**config.mk**
```make
export PLATFORM = sky130hd
export DESIGN_NAME = console_tx_region
export DESIGN_NICKNAME = d
export VERILOG_FILES = /design/src/rtl/console_tx_region_pkg.sv /design/src/rtl/console_tx_serializer.sv /design/src/rtl/console_tx_region.sv
export SDC_FILE = /design/constraint.sdc
export NUM_CORES = 1
export LEC_CHECK = 0
export ABC_AREA = 1
export CAP_MARGIN = 20
export CELL_PAD_IN_SITES_DETAIL_PLACEMENT = 1
export CELL_PAD_IN_SITES_GLOBAL_PLACEMENT = 2
export CORE_ASPECT_RATIO = 1.1
export CORE_MARGIN = 4
export CORE_UTILIZATION = 37
export DETAILED_ROUTE_END_ITERATION = 7
export PLACE_DENSITY = 0.85
export SLEW_MARGIN = 10
export SYNTH_ARGS = -nofsm -noshare
export SYNTH_HDL_FRONTEND = slang
export SYNTH_SLANG_ARGS = --single-unit
```
**constraint.sdc**
```tcl
create_clock -name clk -period 3.14 [get_ports clk]
set_input_delay 0.471 -clock clk [delete_from_list [all_inputs] [get_ports clk]]
set_output_delay 0.471 -clock clk [all_outputs]
set_load 0.03 [all_outputs]
```
**src/rtl/console_tx_region_pkg.sv**
```systemverilog
// Shared types and register map for the console TX region.
// Optional 8E1 framing is enabled by defining CONSOLE_PARITY_EN.
package console_tx_region_pkg;

   typedef enum logic [2:0] {
      IDLE,
      START,
      DATA,
      PARITY,
      STOP
   } console_state_e;

   localparam logic [3:0] CONSOLE_TXDATA  = 4'h0;
   localparam logic [3:0] CONSOLE_STATUS  = 4'h4;
   localparam logic [3:0] CONSOLE_BAUDDIV = 4'h8;

   localparam int unsigned STATUS_FULL_BIT  = 0;
   localparam int unsigned STATUS_EMPTY_BIT = 1;
   localparam int unsigned STATUS_BUSY_BIT  = 2;
   localparam int unsigned STATUS_OVF_BIT   = 3;
   localparam int unsigned STATUS_COUNT_LSB = 8;

   // A divider of zero would stall the serialiser, so it is stored as one.
   function automatic logic [15:0] sanitizeDiv(input logic [15:0] d);
      return (d == 16'd0) ? 16'd1 : d;
   endfunction

endpackage

```
**src/rtl/console_tx_serializer.sv**
```systemverilog
// UART transmit serialiser: start, 8 data bits LSB first, optional even parity
// (CONSOLE_PARITY_EN), stop. Accepts a new byte in IDLE or on the last STOP cycle.
module console_tx_serializer
   import console_tx_region_pkg::*;
(
   input  logic        clk,
   input  logic        rst_n,
   input  logic        byteValid,
   input  logic [7:0]  byteData,
   input  logic [15:0] baudDiv,
   output logic        byteReady,
   output logic        tx,
   output logic        busy
);

   console_state_e state, stateNext;
   logic [15:0] baudCnt, baudCntNext;
   logic [15:0] divLat, divLatNext;
   logic [2:0]  bitCnt, bitCntNext;
   logic [7:0]  shiftReg, shiftNext;
   logic        txReg, txNext;
   logic        bitEnd;
   logic        load;
`ifdef CONSOLE_PARITY_EN
   logic        parityBit, parityNext;
`endif

   assign bitEnd    = (baudCnt == 16'd0);
   assign byteReady = (state == IDLE) || ((state == STOP) && bitEnd);
   assign load      = byteValid && byteReady;
   assign tx        = txReg;
   assign busy      = (state != IDLE);

   // Next-state, counters and registered line level; a load overrides everything.
   always_comb begin
      stateNext   = state;
      baudCntNext = bitEnd ? 16'd0 : baudCnt - 16'd1;
      divLatNext  = divLat;
      bitCntNext  = bitCnt;
      shiftNext   = shiftReg;
      txNext      = txReg;
`ifdef CONSOLE_PARITY_EN
      parityNext  = parityBit;
`endif
      case (state)
         IDLE: txNext = 1'b1;
         START: if (bitEnd) begin
            stateNext   = DATA;
            txNext      = shiftReg[0];
            baudCntNext = divLat - 16'd1;
            bitCntNext  = 3'd0;
         end
         DATA: if (bitEnd) begin
            baudCntNext = divLat - 16'd1;
            if (bitCnt == 3'd7) begin
`ifdef CONSOLE_PARITY_EN
               stateNext = PARITY;
               txNext    = parityBit;
`else
               stateNext = STOP;
               txNext    = 1'b1;
`endif
            end else begin
               shiftNext  = {1'b0, shiftReg[7:1]};
               txNext     = shiftReg[1];
               bitCntNext = bitCnt + 3'd1;
            end
         end
         PARITY: if (bitEnd) begin
            stateNext   = STOP;
            txNext      = 1'b1;
            baudCntNext = divLat - 16'd1;
         end
         STOP: if (bitEnd) begin
            stateNext = IDLE;
            txNext    = 1'b1;
         end
         default: begin
            stateNext = IDLE;
            txNext    = 1'b1;
         end
      endcase
      if (load) begin
         stateNext   = START;
         txNext      = 1'b0;
         shiftNext   = byteData;
         divLatNext  = baudDiv;
         baudCntNext = baudDiv - 16'd1;
         bitCntNext  = 3'd0;
`ifdef CONSOLE_PARITY_EN
         parityNext  = ^byteData;
`endif
      end
   end

   // State registers; reset aborts any frame and forces the line high.
   always_ff @(posedge clk or negedge rst_n) begin
      if (!rst_n) begin
         state    <= IDLE;
         baudCnt  <= '0;
         divLat   <= 16'd1;
         bitCnt   <= '0;
         shiftReg <= '0;
         txReg    <= 1'b1;
`ifdef CONSOLE_PARITY_EN
         parityBit <= 1'b0;
`endif
      end else begin
         state    <= stateNext;
         baudCnt  <= baudCntNext;
         divLat   <= divLatNext;
         bitCnt   <= bitCntNext;
         shiftReg <= shiftNext;
         txReg    <= txNext;
`ifdef CONSOLE_PARITY_EN
         parityBit <= parityNext;
`endif
      end
   end

endmodule

```
**src/rtl/console_tx_region.sv**
```systemverilog
// Memory-mapped console: TX FIFO, register decode and sticky overflow flag,
// feeding console_tx_serializer. Define CONSOLE_PARITY_EN for 8E1 frames.
module console_tx_region
   import console_tx_region_pkg::*;
#(
   parameter int unsigned FIFO_DEPTH     = 16,
   parameter logic [15:0] BAUD_DIV_RESET = 16'd434
) (
   input  logic        clk,
   input  logic        reset,
   input  logic        bus_sel,
   input  logic        bus_we,
   input  logic [3:0]  bus_addr,
   input  logic [31:0] bus_wdata,
   output logic [31:0] bus_rdata,
   output logic        tx_o,
   output logic        tx_busy_o
);

   localparam int unsigned PW = $clog2(FIFO_DEPTH);
   localparam logic [PW:0] DEPTH_CNT = FIFO_DEPTH[PW:0];

   logic [7:0]    fifoMem [FIFO_DEPTH];
   logic [PW-1:0] wrPtr, rdPtr;
   logic [PW:0]   count;
   logic          overflow;
   logic [15:0]   baudDiv;
   logic [3:0]    regOff;
   logic          wrTx, wrStatus, wrBaud;
   logic          full, empty, doPush, doPop, popReady;
   logic          unusedBits;

   assign regOff   = {bus_addr[3:2], 2'b00};
   assign wrTx     = bus_sel && bus_we && (regOff == CONSOLE_TXDATA);
   assign wrStatus = bus_sel && bus_we && (regOff == CONSOLE_STATUS);
   assign wrBaud   = bus_sel && bus_we && (regOff == CONSOLE_BAUDDIV);
   assign full     = (count == DEPTH_CNT);
   assign empty    = (count == '0);
   assign doPush   = wrTx && !full;
   assign doPop    = popReady && !empty;
   assign unusedBits = ^{bus_addr[1:0], bus_wdata[31:16]};

   // FIFO storage needs no reset; only pointers and count define validity.
   always_ff @(posedge clk) begin
      if (doPush) fifoMem[wrPtr] <= bus_wdata[7:0];
   end

   // Pointers, count, overflow flag and divider register.
   always_ff @(posedge clk or negedge reset) begin
      if (!reset) begin
         wrPtr    <= '0;
         rdPtr    <= '0;
         count    <= '0;
         overflow <= 1'b0;
         baudDiv  <= BAUD_DIV_RESET;
      end else begin
         if (doPush) wrPtr <= wrPtr + 1'b1;
         if (doPop)  rdPtr <= rdPtr + 1'b1;
         if (doPush && !doPop)      count <= count + 1'b1;
         else if (doPop && !doPush) count <= count - 1'b1;
         if (wrTx && full)                                overflow <= 1'b1;
         else if (wrStatus && bus_wdata[STATUS_OVF_BIT]) overflow <= 1'b0;
         if (wrBaud) baudDiv <= sanitizeDiv(bus_wdata[15:0]);
      end
   end

   // Combinational read mux; zero when the region is not selected.
   always_comb begin
      bus_rdata = '0;
      if (bus_sel) begin
         case (regOff)
            CONSOLE_STATUS: begin
               bus_rdata[STATUS_FULL_BIT]  = full;
               bus_rdata[STATUS_EMPTY_BIT] = empty;
               bus_rdata[STATUS_BUSY_BIT]  = tx_busy_o;
               bus_rdata[STATUS_OVF_BIT]   = overflow;
               bus_rdata[STATUS_COUNT_LSB +: PW+1] = count;
            end
            CONSOLE_BAUDDIV: bus_rdata[15:0] = baudDiv;
            default: bus_rdata = '0;
         endcase
      end
   end

   console_tx_serializer u_ser (
      .clk       (clk),
      .rst_n     (reset),
      .byteValid (!empty),
      .byteData  (fifoMem[rdPtr]),
      .baudDiv   (baudDiv),
      .byteReady (popReady),
      .tx        (tx_o),
      .busy      (tx_busy_o)
   );

endmodule

```
### Word-level counts from Yosys, hierarchy flattened

Memories as Yosys holds them, arrays and structs flattened.
Cells that the tools add are included.

| storage, ports and cells | value |
|---|---|
| ROM bits | 0 |
| bits of input ports | 40 |
| latch bits | 0 |
| memories | 1 |
| bits in writable memories | 128 |
| register bits | 77 |
| output and inout bits | 34 |

Memories:

| memory | words | width | read ports | clocked after memory_dff | write ports | line | text |
|---|---|---|---|---|---|---|---|
| fifoMem | 16 | 8 | 1 | 0 | 1 | console_tx_region.sv:23 | `logic [7:0] fifoMem [FIFO_DEPTH];` |

| cells by class | value |
|---|---|
| $lt $le $gt $ge | 0 |
| equal/unequal tests | 17 |
| reductions and logical operators | 33 |
| divide/modulo/power cells | 0 |
| add/subtract/negate cells | 8 |
| bitwise gates (word level) | 0 |
| multipliers | 0 |
| shifts and indexed selects | 0 |
| muxes and demuxes | 37 |

Operator list:

| operator | number |
|---|---|
| two-way mux 16 bit | 6 |
| subtractor 16 x 1 -> 16 bit, second input constant | 3 |
| zero test 16 bit | 2 |
| two-way mux 8 bit | 4 |
| two-way mux 3 bit | 10 |
| != test 3 x 2 -> 1 bit, second input constant | 5 |
| one-hot mux 3 bit (5 select lines) | 1 |
| logical AND 1 bit | 11 |
| two-way mux 5 bit | 2 |
| one-hot mux 5 bit (2 select lines) | 1 |
| two-way mux 1 bit | 9 |
| adder 4 x 1 -> 4 bit, second input constant | 2 |
| one-hot mux 4 bit (2 select lines) | 1 |
| nonzero test 2 bit | 4 |
| equality test 3 x 2 -> 1 bit, second input constant | 2 |
| equality test 3 bit, second input constant | 2 |
| one-hot mux 3 bit (2 select lines) | 1 |
| AND reduction 3 bit | 2 |
| AND reduction 6 bit | 1 |
| nonzero test 3 bit | 2 |
| adder 5 x 1 -> 5 bit, second input constant | 1 |
| equality test 5 bit, second input constant | 1 |
| zero test 5 bit | 1 |
| subtractor 5 x 1 -> 5 bit, second input constant | 1 |
| 16 further kinds | 20 |

### Depth between registers and ports, before layout

Gate-level depths: netlist of the first run.

| depth | value |
|---|---|
| depth in word-level cells | 7 |
| mapped depth | 20 |

### By module

Synthesis of the first run repeated with hierarchy kept, for this count alone.

| unflattened totals | value |
|---|---|
| cells, all modules | 1242 |
| area total of the unflattened synthesis | 10707.8 um2 |

By module, submodules not included:

| module | cells an instance | area an instance (um2) | times used |
|---|---|---|---|
| console_tx_region | 747 | 7449.6 | 1 |
| console_tx_serializer | 495 | 3258.1 | 1 |

### Worst setup path after synthesis of the first run

OpenSTA, ideal clock, no wires.

| path | value |
|---|---|
| path type | register to register |
| start | register u_ser.baudCnt[0] |
| end | register count[4] |
| setup time | 123 ps |
| stages on the path, launching flop included | 20 |
| setup slack | 523 ps |
| buffers on the path | 2 |
| arrival time | 2494 ps |
| path through | dfrtp_1 > inv_1 > ha_1 > inv_1 > nor2_1 > nand2_1 > nor2_1 > nand2_2 > buf_6 > nand2_4 > nand3_4 > buf_2 > ha_1 > inv_1 > ha_1 > nand2_1 > a21oi_1 > o21ai_0 > nand3_1 > xor2_1 |

| on the way | value |
|---|---|
| word-level cells in the longest chain between the ends | 7 |

RTL lines:

| element | line | text |
|---|---|---|
| from (decl) | console_tx_serializer.sv:17 | `logic [15:0] baudCnt, baudCntNext;` |
| from (signal assigned) | console_tx_serializer.sv:110 | `baudCnt <= baudCntNext;` |
| zero test 16 bit (*) | console_tx_serializer.sv:28 | `assign bitEnd = (baudCnt == 16'd0);` |
| logical AND 1 bit (*) | console_tx_serializer.sv:29 | `assign byteReady = (state == IDLE) \|\| ((state == STOP) && bitEnd);` |
| logical OR 1 bit (*) | console_tx_serializer.sv:29 |  |
| logical AND 1 bit (*) | console_tx_region.sv:40 | `assign doPop = popReady && !empty;` |
| zero test 1 bit | console_tx_region.sv:59 | `if (doPush && !doPop) count <= count + 1'b1;` |
| logical AND 1 bit | console_tx_region.sv:59 |  |
| two-way mux 5 bit / nonzero test 2 bit (equally long branches) | n/a |  |
| to (signal assigned) | console_tx_region.sv:59 |  |
| to (signal assigned) | console_tx_region.sv:60 | `else if (doPop && !doPush) count <= count - 1'b1;` |
| to (decl) | console_tx_region.sv:25 | `logic [PW:0] count;` |

Mark *: on every way between the ends. The rest lies on a longest branch, timed or not.
A chain may end at the register's enable or synchronous reset.

### Worst setup path after layout of the first run

| path | value |
|---|---|
| start | input bus_addr[2] |
| end | output bus_rdata[0] |

| on the way | value |
|---|---|
| word-level cells in the longest chain between the ends | 3 |

RTL lines:

| element | line | text |
|---|---|---|
| from (decl) | console_tx_region.sv:13 | `input logic [3:0] bus_addr,` |
| equality test 2 bit / equality test 2 x 1 -> 1 bit (equally long branches) | console_tx_region.sv:71 | `case (regOff)` |
| one-hot mux 4 bit (2 select lines) (*) | console_tx_region.sv:71 |  |
| two-way mux 16 bit (*) | console_tx_region.sv:70 | `if (bus_sel) begin` |
| to (decl) | console_tx_region.sv:15 | `output logic [31:0] bus_rdata,` |

Marks and branches as above.

==> tab_implementation.tex, run 1 <==
\begin{tabular}{lr}
\hline
Metric & Value \\
\hline
\multicolumn{2}{l}{\textbf{Status}} \\
\quad Result of the run & completed \\
\multicolumn{2}{l}{\textbf{Layout}} \\
\quad Ant. Diodes & 0 \\
\quad Area occupied by registers & 0.005781 sq mm \\
\quad Growth of design area from synthesis to finish & 15.60\% \\
\quad Area of combinational cells with multiple inputs & 0.003662 sq mm \\
\quad Fill cell total of the finished layout & 3136 \\
\quad Share of post-route cells with drive strength above 1 & 0.09068 \\
\quad Net total in the final layout & 1223 \\
\multicolumn{2}{l}{\textbf{Synthesis}} \\
\quad Leading post-synthesis cells by cell area & sky130\_fd\_sc\_hd\_\_edfxtp\_1 38\%, sky130\_fd\_sc\_hd\_\_dfrtp\_1 17\%, sky130\_fd\_sc\_hd\_\_nand2\_1 7.9\% \\
\quad Leading register cell type out of synthesis & sky130\_fd\_sc\_hd\_\_edfxtp\_1 \\
\quad Biggest area consumer among synthesized cells & sky130\_fd\_sc\_hd\_\_edfxtp\_1 \\
\quad Cell variety after synth & 46 \\
\quad Part of the Yosys area used for sequential elements & 0.5705 \\
\quad Synth cell count leaders & 213 x sky130\_fd\_sc\_hd\_\_nand2\_1, 167 x sky130\_fd\_sc\_hd\_\_nor2\_1, 128 x sky130\_fd\_sc\_hd\_\_edfxtp\_1, 104 x sky130\_fd\_sc\_hd\_\_inv\_1, 102 x sky130\_fd\_sc\_hd\_\_o21ai\_0 \\
\quad Number of instances in the synthesized netlist & 1099 \\
\quad Share of synthesized registers carrying an async set or reset & 0.3756 \\
\quad Number of storage elements in the synthesis netlist & 205 \\
\quad Average size of a mapped cell & 9.218 sq um \\
\quad Number of enable-type register cells in the synthesized netlist & 128 \\
\quad Area of the mapped netlist & 0.01013 sq mm \\
\quad Total number of yosys warnings & 0 \\
\quad Leading cell type by number of instances after synthesis & sky130\_fd\_sc\_hd\_\_nand2\_1 \\
\quad Top-area cell type share of the netlist area & 0.3794 \\
\multicolumn{2}{l}{\textbf{STA}} \\
\quad Final setup violation count & 0 \\
\quad Final worst path period need & 2974 ps \\
\quad Final Hold Violating Endpoints & 0 \\
\quad Worst slew pin tran & 617.3 ps \\
\quad Least setup slack across all paths after layout & 165.9 ps \\
\quad Share of the clock period used by the worst path & 0.9472 \\
\quad Max Clock Freq & 336.2 MHz \\
\quad Final sum of negative setup slack & 0 ps \\
\quad Headroom to the max-slew limit & 0.5885 \\
\quad Final Max Tran Viols & 0 \\
\quad Largest clock skew in the final design & 10.82 ps \\
\quad RSZ-0062 raised after global routing & false \\
\multicolumn{2}{l}{\textbf{Worst setup path}} \\
\quad Largest fanout on the critical path & 9 \\
\quad Depth of the worst register-to-register path & 17 \\
\quad Kind of end point of the critical path & output port \\
\quad Category of the worst setup path launch point & input pin \\
\quad Arr. time, crit path & 2500 ps \\
\quad Most common cell type on the critical path & sky130\_fd\_sc\_hd\_\_clkdlybuf4s50\_1 \\
\quad Startpoint-to-endpoint class of the critical path & input pin to output port \\
\quad Cell with the biggest individual delay on the critical path & sky130\_fd\_sc\_hd\_\_clkdlybuf4s50\_1 \\
\quad Critical path, cell by cell & clkdlybuf4s50\_1 > inv\_1 > ha\_1 > nand2\_1 > nor2\_1 > clkdlybuf4s50\_1 \\
\quad Max stage delay on crit path & 750 ps \\
\quad Required time of the worst setup path & 2670 ps \\
\multicolumn{2}{l}{\textbf{Floorplan}} \\
\quad Die ar. & 0.03010 sq mm \\
\quad Width of the die & 165.8 um \\
\quad Std cell rows & 63 \\
\quad Initial Util & 0.3758 \\
\quad Placeable core area & 0.02696 sq mm \\
\quad Y dimension of the die & 181.6 um \\
\quad Boundary Pins & 74 \\
\multicolumn{2}{l}{\textbf{Power and ir drop}} \\
\quad Share of total power in sequential cells & 0.376 \\
\quad Cell-internal power & 5.974 mW \\
\quad Static power due to leakage & 4.750 nW \\
\quad Switching pwr & 4.007 mW \\
\quad Worst vdd rail ir drop & 515.8 uV \\
\quad P per Cell Area & 852.3 mW/mm\^{}2 \\
\quad Share of power burned in combinational logic & 0.377 \\
\quad Switching fraction of total power & 0.4015 \\
\quad Clock network fraction of total power & 0.247 \\
\multicolumn{2}{l}{\textbf{Detailed routing}} \\
\quad DRC violation total after the first TritonRoute iteration & 411 \\
\quad Number of vias in the routed layout & 7633 \\
\quad Number of design rule violations left after detail routing & 0 \\
\quad Remaining antenna violation count & 0 \\
\quad Final Routed Wirelength & 26910 um \\
\quad Post-DR vias/cell & 4.966 \\
\quad Routed len/inst & 17.51 um \\
\quad Drt pass-1 iters & 4 \\
\multicolumn{2}{l}{\textbf{GRT}} \\
\quad Total global-route track usage & 0.1783 \\
\quad Total gr overflow & 0 \\
\quad Maximum number of pins on one net before global-route repair & 51 \\
\quad Number of antenna violations at the first check in global routing & 0 \\
\quad Global-route wire length before repair & 43450 um \\
\quad Fraction of met3 tracks used by global routing & 0.02482 \\
\quad Via count of the first global-routing pass & 8030 \\
\quad Top Usage Layer GRT & met2 \\
\quad Fraction of met1 tracks used by global routing & 0.2279 \\
\quad Global routing usage on met2 & 0.3150 \\
\multicolumn{2}{l}{\textbf{CTS}} \\
\quad H-tree depth reported by CTS & 1 \\
\quad Source-to-sink clock delay at the later pin of the worst-skew pair & 510 ps \\
\quad CTS tree & built \\
\quad Clock buffers created by TritonCTS & 23 \\
\quad Maximum clock path buffer count & 3 \\
\quad Clock-pin slew of the registers on the worst-case setup and hold paths & 50 ps \\
\quad Clock tree root buffer cell & sky130\_fd\_sc\_hd\_\_clkbuf\_16 \\
\quad TritonCTS sink count & 205 \\
\multicolumn{2}{l}{\textbf{Place}} \\
\quad Placement-stage worst setup slack & 155.7 ps \\
\quad Routability congestion estimate from global placement & 0.7976 \\
\quad DP HPWL & 19120 um \\
\quad Port-buffer cells & 39 \\
\multicolumn{2}{l}{\textbf{Min path}} \\
\quad Number of stages on the worst hold path & 2 \\
\quad Kind of path behind the tightest hold check & flip-flop to flip-flop \\
\multicolumn{2}{l}{\textbf{Flow run}} \\
\quad Number of maximum-capacitance constraint violations & 0 \\
\hline
\end{tabular}
[area by class of cell]
cell class,count,share of cell area
inverters,108,0.03462
well taps,357,0.03814
flip-flops and latches,205,0.4936
repair buffers,82,0.06197
clock inverters,10,0.004594
multi-input cells,744,0.3127
clock buffers,31,0.05438
[per-layer routing]
metal / up-vias / wire length (um)
li1: 3760 / -
met1: 3699 / 11760
met2: 127 / 13400
met3: 47 / 975
met4: 0 / 773
met5: - / 0
[kinds of logic (layout without fill, tap and decap cells)]
group | Yosys count | after routing | synth area share
adders and majority gates | 19 | 19 | 0.02421
and+or+nand+nor | 511 | 511 | 0.2124
other | 1 | 16 | 0.0003702
xor gates and xnor gates | 23 | 23 | 0.01988
AOI/OAI and AO/OA | 175 | 175 | 0.09905
DFF | 205 | 205 | 0.5705
buffers and inverters | 165 | 231 | 0.07361
[worst max-delay path, delay by kind of cell]
family        cells  cell delay [ps]
buf+inv           3             1320
simple gates      2              430
fa+ha+maj         1              270
[power by group through the flow]
stage / Clock (mW) / Sequential [mW] / Combinational [mW]
6_report: 2.47 / 3.75 / 3.76
2_1_floorplan: 0 / 3.63 / 2.76
4_1_cts: 2.54 / 3.75 / 3.82
3_3_place_gp: 0 / 3.79 / 3.67
3_5_place_dp: 0 / 3.81 / 3.79
5_1_grt: 2.66 / 3.82 / 4.33
[cells in the final DEF, fill, tap and decap left out, drive strengths merged, types with 2 or more instances in the layout]
| master | n |
|---|---|
| a31oi | 4 |
| dfstp | 7 |
| inv | 106 |
| o211ai | 30 |
| nor2 | 178 |
| a21oi | 19 |
| o2111ai | 2 |
| xor2 | 22 |
| buf | 43 |
| nand2 | 217 |
| edfxtp | 128 |
| clkinvlp | 2 |
| dfrtp | 70 |
| or2 | 3 |
| nor3 | 9 |
| nand3 | 93 |
| o21ai | 113 |
| clkinv | 10 |
| nand4 | 7 |
| nor4 | 2 |
| clkdlybuf4s50 | 38 |
| clkbuf | 31 |
| a22oi | 3 |
| conb | 16 |
| ha | 18 |
[path summary, 6_finish.rpt]
kind,slack (ps),from,endpoint
worst min register to register,490,u_ser.bitCnt[2]$_DFFE_PN0P_,u_ser.bitCnt[2]$_DFFE_PN0P_
worst max-delay path,170,bus_addr[2],bus_rdata[0]
max in group asynchronous,1850,reset,u_ser.tx$_DFFE_PN1P_
min in group asynchronous,520,reset,u_ser.baudCnt[15]$_DFF_PN0_
worst min-delay path,490,u_ser.bitCnt[2]$_DFFE_PN0P_,u_ser.bitCnt[2]$_DFFE_PN0P_
worst max register to register,520,u_ser.baudCnt[0]$_DFF_PN0_,count[4]$_DFFE_PN0P_
[repair_timing]
| item | 4_1_cts | 5_1_grt |
|---|---|---|
| setup endpoints to repair | 0 | 1 |
| gates resized for setup | 0 | 0 |
| hold buffers | 1 | 0 |
| hold endpoints to repair | 27 | 0 |
| setup buffers | 0 | 1 |
[metrics by stage]
step           instances  utilization  hold slack [ps]  power [mW]  cell area (sq um)
2_1_floorplan       1114            -            175.4       6.394              10190
3_3_place_gp        1494       0.4082            459.5       7.456              11000
3_5_place_dp        1494       0.4082            473.7       7.594              11000
4_1_cts             1536       0.4341            492.2       10.11              11700
5_1_grt             1537       0.4344            506.1       10.81              11710
6_report            1537       0.4344            487.9       9.981              11710
[sequential cells by signal, indices dropped and copies added, names as in the netlist]
name	count
u_ser.baudCnt	16
baudDiv	16
rdPtr	4
fifoMem	128
u_ser.state	3
u_ser.bitCnt	3
u_ser.shiftReg	8
u_ser.tx	1
wrPtr	4
u_ser.divLat	16
count	5
overflow	1
Power figures use the tool's default switching activity.
==> inputs of run 2 (changes only) <==
GPL_TIMING_DRIVEN = 0   (was default)
==> tab_implementation.tex, run 2 (synthesis results as in run 1) <==
\begin{tabular}{lr}
\hline
Metric & Value \\
\hline
\multicolumn{2}{l}{\textbf{GRT}} \\
\quad Total global-route track usage & 0.1934 \\
\quad Maximum number of pins on one net before global-route repair & 56 \\
\quad Global-route wire length before repair & 46090 um \\
\quad Number of antenna violations at the first check in global routing & 0 \\
\quad Total gr overflow & 0 \\
\quad Via count of the first global-routing pass & 8078 \\
\multicolumn{2}{l}{\textbf{STA}} \\
\quad Largest clock skew in the final design & 19.70 ps \\
\quad Max Clock Freq & 335.9 MHz \\
\quad Final hold slack & 415.7 ps \\
\quad Share of the clock period used by the worst path & 0.9482 \\
\quad Final Max Tran Viols & 0 \\
\quad Final worst path period need & 2978 ps \\
\quad Final Hold Violating Endpoints & 0 \\
\quad Final sum of negative setup slack & 0 ps \\
\quad RSZ-0062 raised after global routing & false \\
\quad Headroom to the max-slew limit & 0.3715 \\
\quad Final setup violation count & 0 \\
\quad Worst slew pin tran & 939.2 ps \\
\multicolumn{2}{l}{\textbf{Power and ir drop}} \\
\quad Switching fraction of total power & 0.4074 \\
\quad Worst vdd rail ir drop & 465.1 uV \\
\quad Cell-internal power & 6.274 mW \\
\quad Share of power burned in combinational logic & 0.397 \\
\quad Clock network fraction of total power & 0.256 \\
\quad Switching pwr & 4.314 mW \\
\quad P per Cell Area & 892.2 mW/mm\^{}2 \\
\quad Static power due to leakage & 4.819 nW \\
\quad Share of total power in sequential cells & 0.347 \\
\multicolumn{2}{l}{\textbf{Layout}} \\
\quad Flip-flop count of the largest register after layout & 128 \\
\quad Largest Register & fifoMem \\
\quad Ant. Diodes & 0 \\
\quad Fill cell total of the finished layout & 3151 \\
\quad Growth of design area from synthesis to finish & 17.14\% \\
\quad Net total in the final layout & 1245 \\
\quad Finished Layout Cells & 1560 \\
\quad Commonest cells after routing, fill and taps aside & 213 x sky130\_fd\_sc\_hd\_\_nand2\_1, 167 x sky130\_fd\_sc\_hd\_\_nor2\_1, 128 x sky130\_fd\_sc\_hd\_\_edfxtp\_1, 103 x sky130\_fd\_sc\_hd\_\_inv\_1, 101 x sky130\_fd\_sc\_hd\_\_o21ai\_0 \\
\quad Leading cell type in the layout, fill and taps excluded & sky130\_fd\_sc\_hd\_\_nand2\_1 \\
\quad Final cell area excluding filler cells & 0.01187 sq mm \\
\quad Share of post-route cells with drive strength above 1 & 0.09559 \\
\multicolumn{2}{l}{\textbf{Place}} \\
\quad Post-Place Cell Area & 0.01105 sq mm \\
\quad DP HPWL & 21700 um \\
\quad Post-placement cell count & 1511 \\
\quad Port-buffer cells & 39 \\
\quad Routability congestion estimate from global placement & 0.8101 \\
\multicolumn{2}{l}{\textbf{Min path}} \\
\quad Kind of path behind the tightest hold check & input pin to async pin \\
\multicolumn{2}{l}{\textbf{CTS}} \\
\quad H-tree depth reported by CTS & 1 \\
\quad CTS tree & built \\
\quad Clock tree root buffer cell & sky130\_fd\_sc\_hd\_\_clkbuf\_16 \\
\quad TritonCTS sink count & 205 \\
\quad Clock buffers created by TritonCTS & 23 \\
\quad Source-to-sink clock delay at the later pin of the worst-skew pair & 520 ps \\
\quad Maximum clock path buffer count & 3 \\
\quad Clock-pin slew of the registers on the worst-case setup and hold paths & 60 ps \\
\multicolumn{2}{l}{\textbf{Worst setup path}} \\
\quad Required time of the worst setup path & 2670 ps \\
\quad CP delay by family, top & buffers and inverters \\
\quad Largest fanout on the critical path & 5 \\
\quad Number of buffers and inverters on the critical path & 3 \\
\quad Critical path, cell by cell & nor2\_2 > inv\_1 > nor2\_1 > inv\_1 > a22oi\_1 > nor2\_1 > clkdlybuf4s50\_1 \\
\quad Category of the worst setup path launch point & flip-flop \\
\quad Arr. time, crit path & 2510 ps \\
\quad Kind of end point of the critical path & output port \\
\quad Startpoint-to-endpoint class of the critical path & flip-flop to output port \\
\quad Cell with the biggest individual delay on the critical path & sky130\_fd\_sc\_hd\_\_clkdlybuf4s50\_1 \\
\quad Max stage delay on crit path & 620 ps \\
\multicolumn{2}{l}{\textbf{Detailed routing}} \\
\quad Number of vias in the routed layout & 7849 \\
\quad DRC violation total after the first TritonRoute iteration & 459 \\
\quad Drt pass-1 iters & 5 \\
\quad Routed len/inst & 19.09 um \\
\quad Post-DR vias/cell & 5.031 \\
\quad Remaining antenna violation count & 0 \\
\quad Final Routed Wirelength & 29790 um \\
\quad Number of design rule violations left after detail routing & 0 \\
\multicolumn{2}{l}{\textbf{Floorplan}} \\
\quad Boundary Pins & 74 \\
\quad Placeable core area & 0.02696 sq mm \\
\quad Y dimension of the die & 181.6 um \\
\quad Initial Util & 0.3758 \\
\quad Std cell rows & 63 \\
\quad Width of the die & 165.8 um \\
\quad Die ar. & 0.03010 sq mm \\
\multicolumn{2}{l}{\textbf{Flow run}} \\
\quad Number of maximum-capacitance constraint violations & 0 \\
\multicolumn{2}{l}{\textbf{Status}} \\
\quad Result of the run & completed \\
\hline
\end{tabular}
-- run 2: timing repair --
action                                  in CTS  in global routing
resized for setup                            0                  6
hold buffers                                 1                  0
pin swaps                                    0                  1
endpoints found under the setup margin       1                 14
setup buffers                                0                  8
endpoints found under the hold margin       21                  0
-- run 2: path summary, 6_finish.rpt --
| check | startpoint | endpoint | slack, ps | depth (start not counted) |
|---|---|---|---|---|
| setup / recovery | u_ser.state[0]$_DFFE_PN0P_ | bus_rdata[2] | 160 | 7 |
| hold / removal | reset | u_ser.baudCnt[1]$_DFF_PN0_ | 420 | 2 |
| setup reg to reg | u_ser.baudCnt[0]$_DFF_PN0_ | count[4]$_DFFE_PN0P_ | 250 | 18 |
| hold reg to reg | u_ser.bitCnt[1]$_DFFE_PN0P_ | u_ser.bitCnt[1]$_DFFE_PN0P_ | 490 | 2 |
| max in group asynchronous | reset | baudDiv[4]$_DFFE_PN1P_ | 2070 | 3 |
| min in group clk | u_ser.bitCnt[1]$_DFFE_PN0P_ | u_ser.bitCnt[1]$_DFFE_PN0P_ | 490 | 2 |
-- run 2: final cells by class --
cell class	instances	area, sq um	share of cell area
Inverter	108	405.4	0.03416
Sequential cell	205	5779	0.4870
Clock inverter	14	146.4	0.01234
Tap cell	357	446.7	0.03764
Multi-Input combinational cell	744	3667	0.3090
Timing Repair Buffer	49	485.5	0.04091
Clock buffer	28	604.3	0.05092
Buffer	55	332.8	0.02804
-- run 2: layer usage --
metal  GRT usage  vias up  part of all wire
met5           0        -                 0
met4     0.05578        0             0.027
met3     0.02634       46             0.041
met2      0.3381      167              0.50
met1      0.2519     3820              0.43
li1            -     3816                 -
-- run 2: power by group through the flow --
stage	Clock, mW	Combinational (mW)	Sequential (mW)
2_1_floorplan	0	2.76	3.63
3_3_place_gp	0	4.01	3.71
3_5_place_dp	0	4.11	3.73
4_1_cts	2.75	4.15	3.67
5_1_grt	2.87	4.72	3.74
6_report	2.71	4.21	3.67
-- run 2: stage by stage --
stage / util / setup slack [ps] / power, mW
4_1_cts: 0.4379 / 4.005 / 10.58
5_1_grt: 0.4402 / 12.87 / 11.34
6_report: 0.4402 / 162.5 / 10.59
3_3_place_gp: 0.4089 / -1387 / 7.721
2_1_floorplan: - / 523.1 / 6.394
3_5_place_dp: 0.4099 / -0.02642 / 7.836
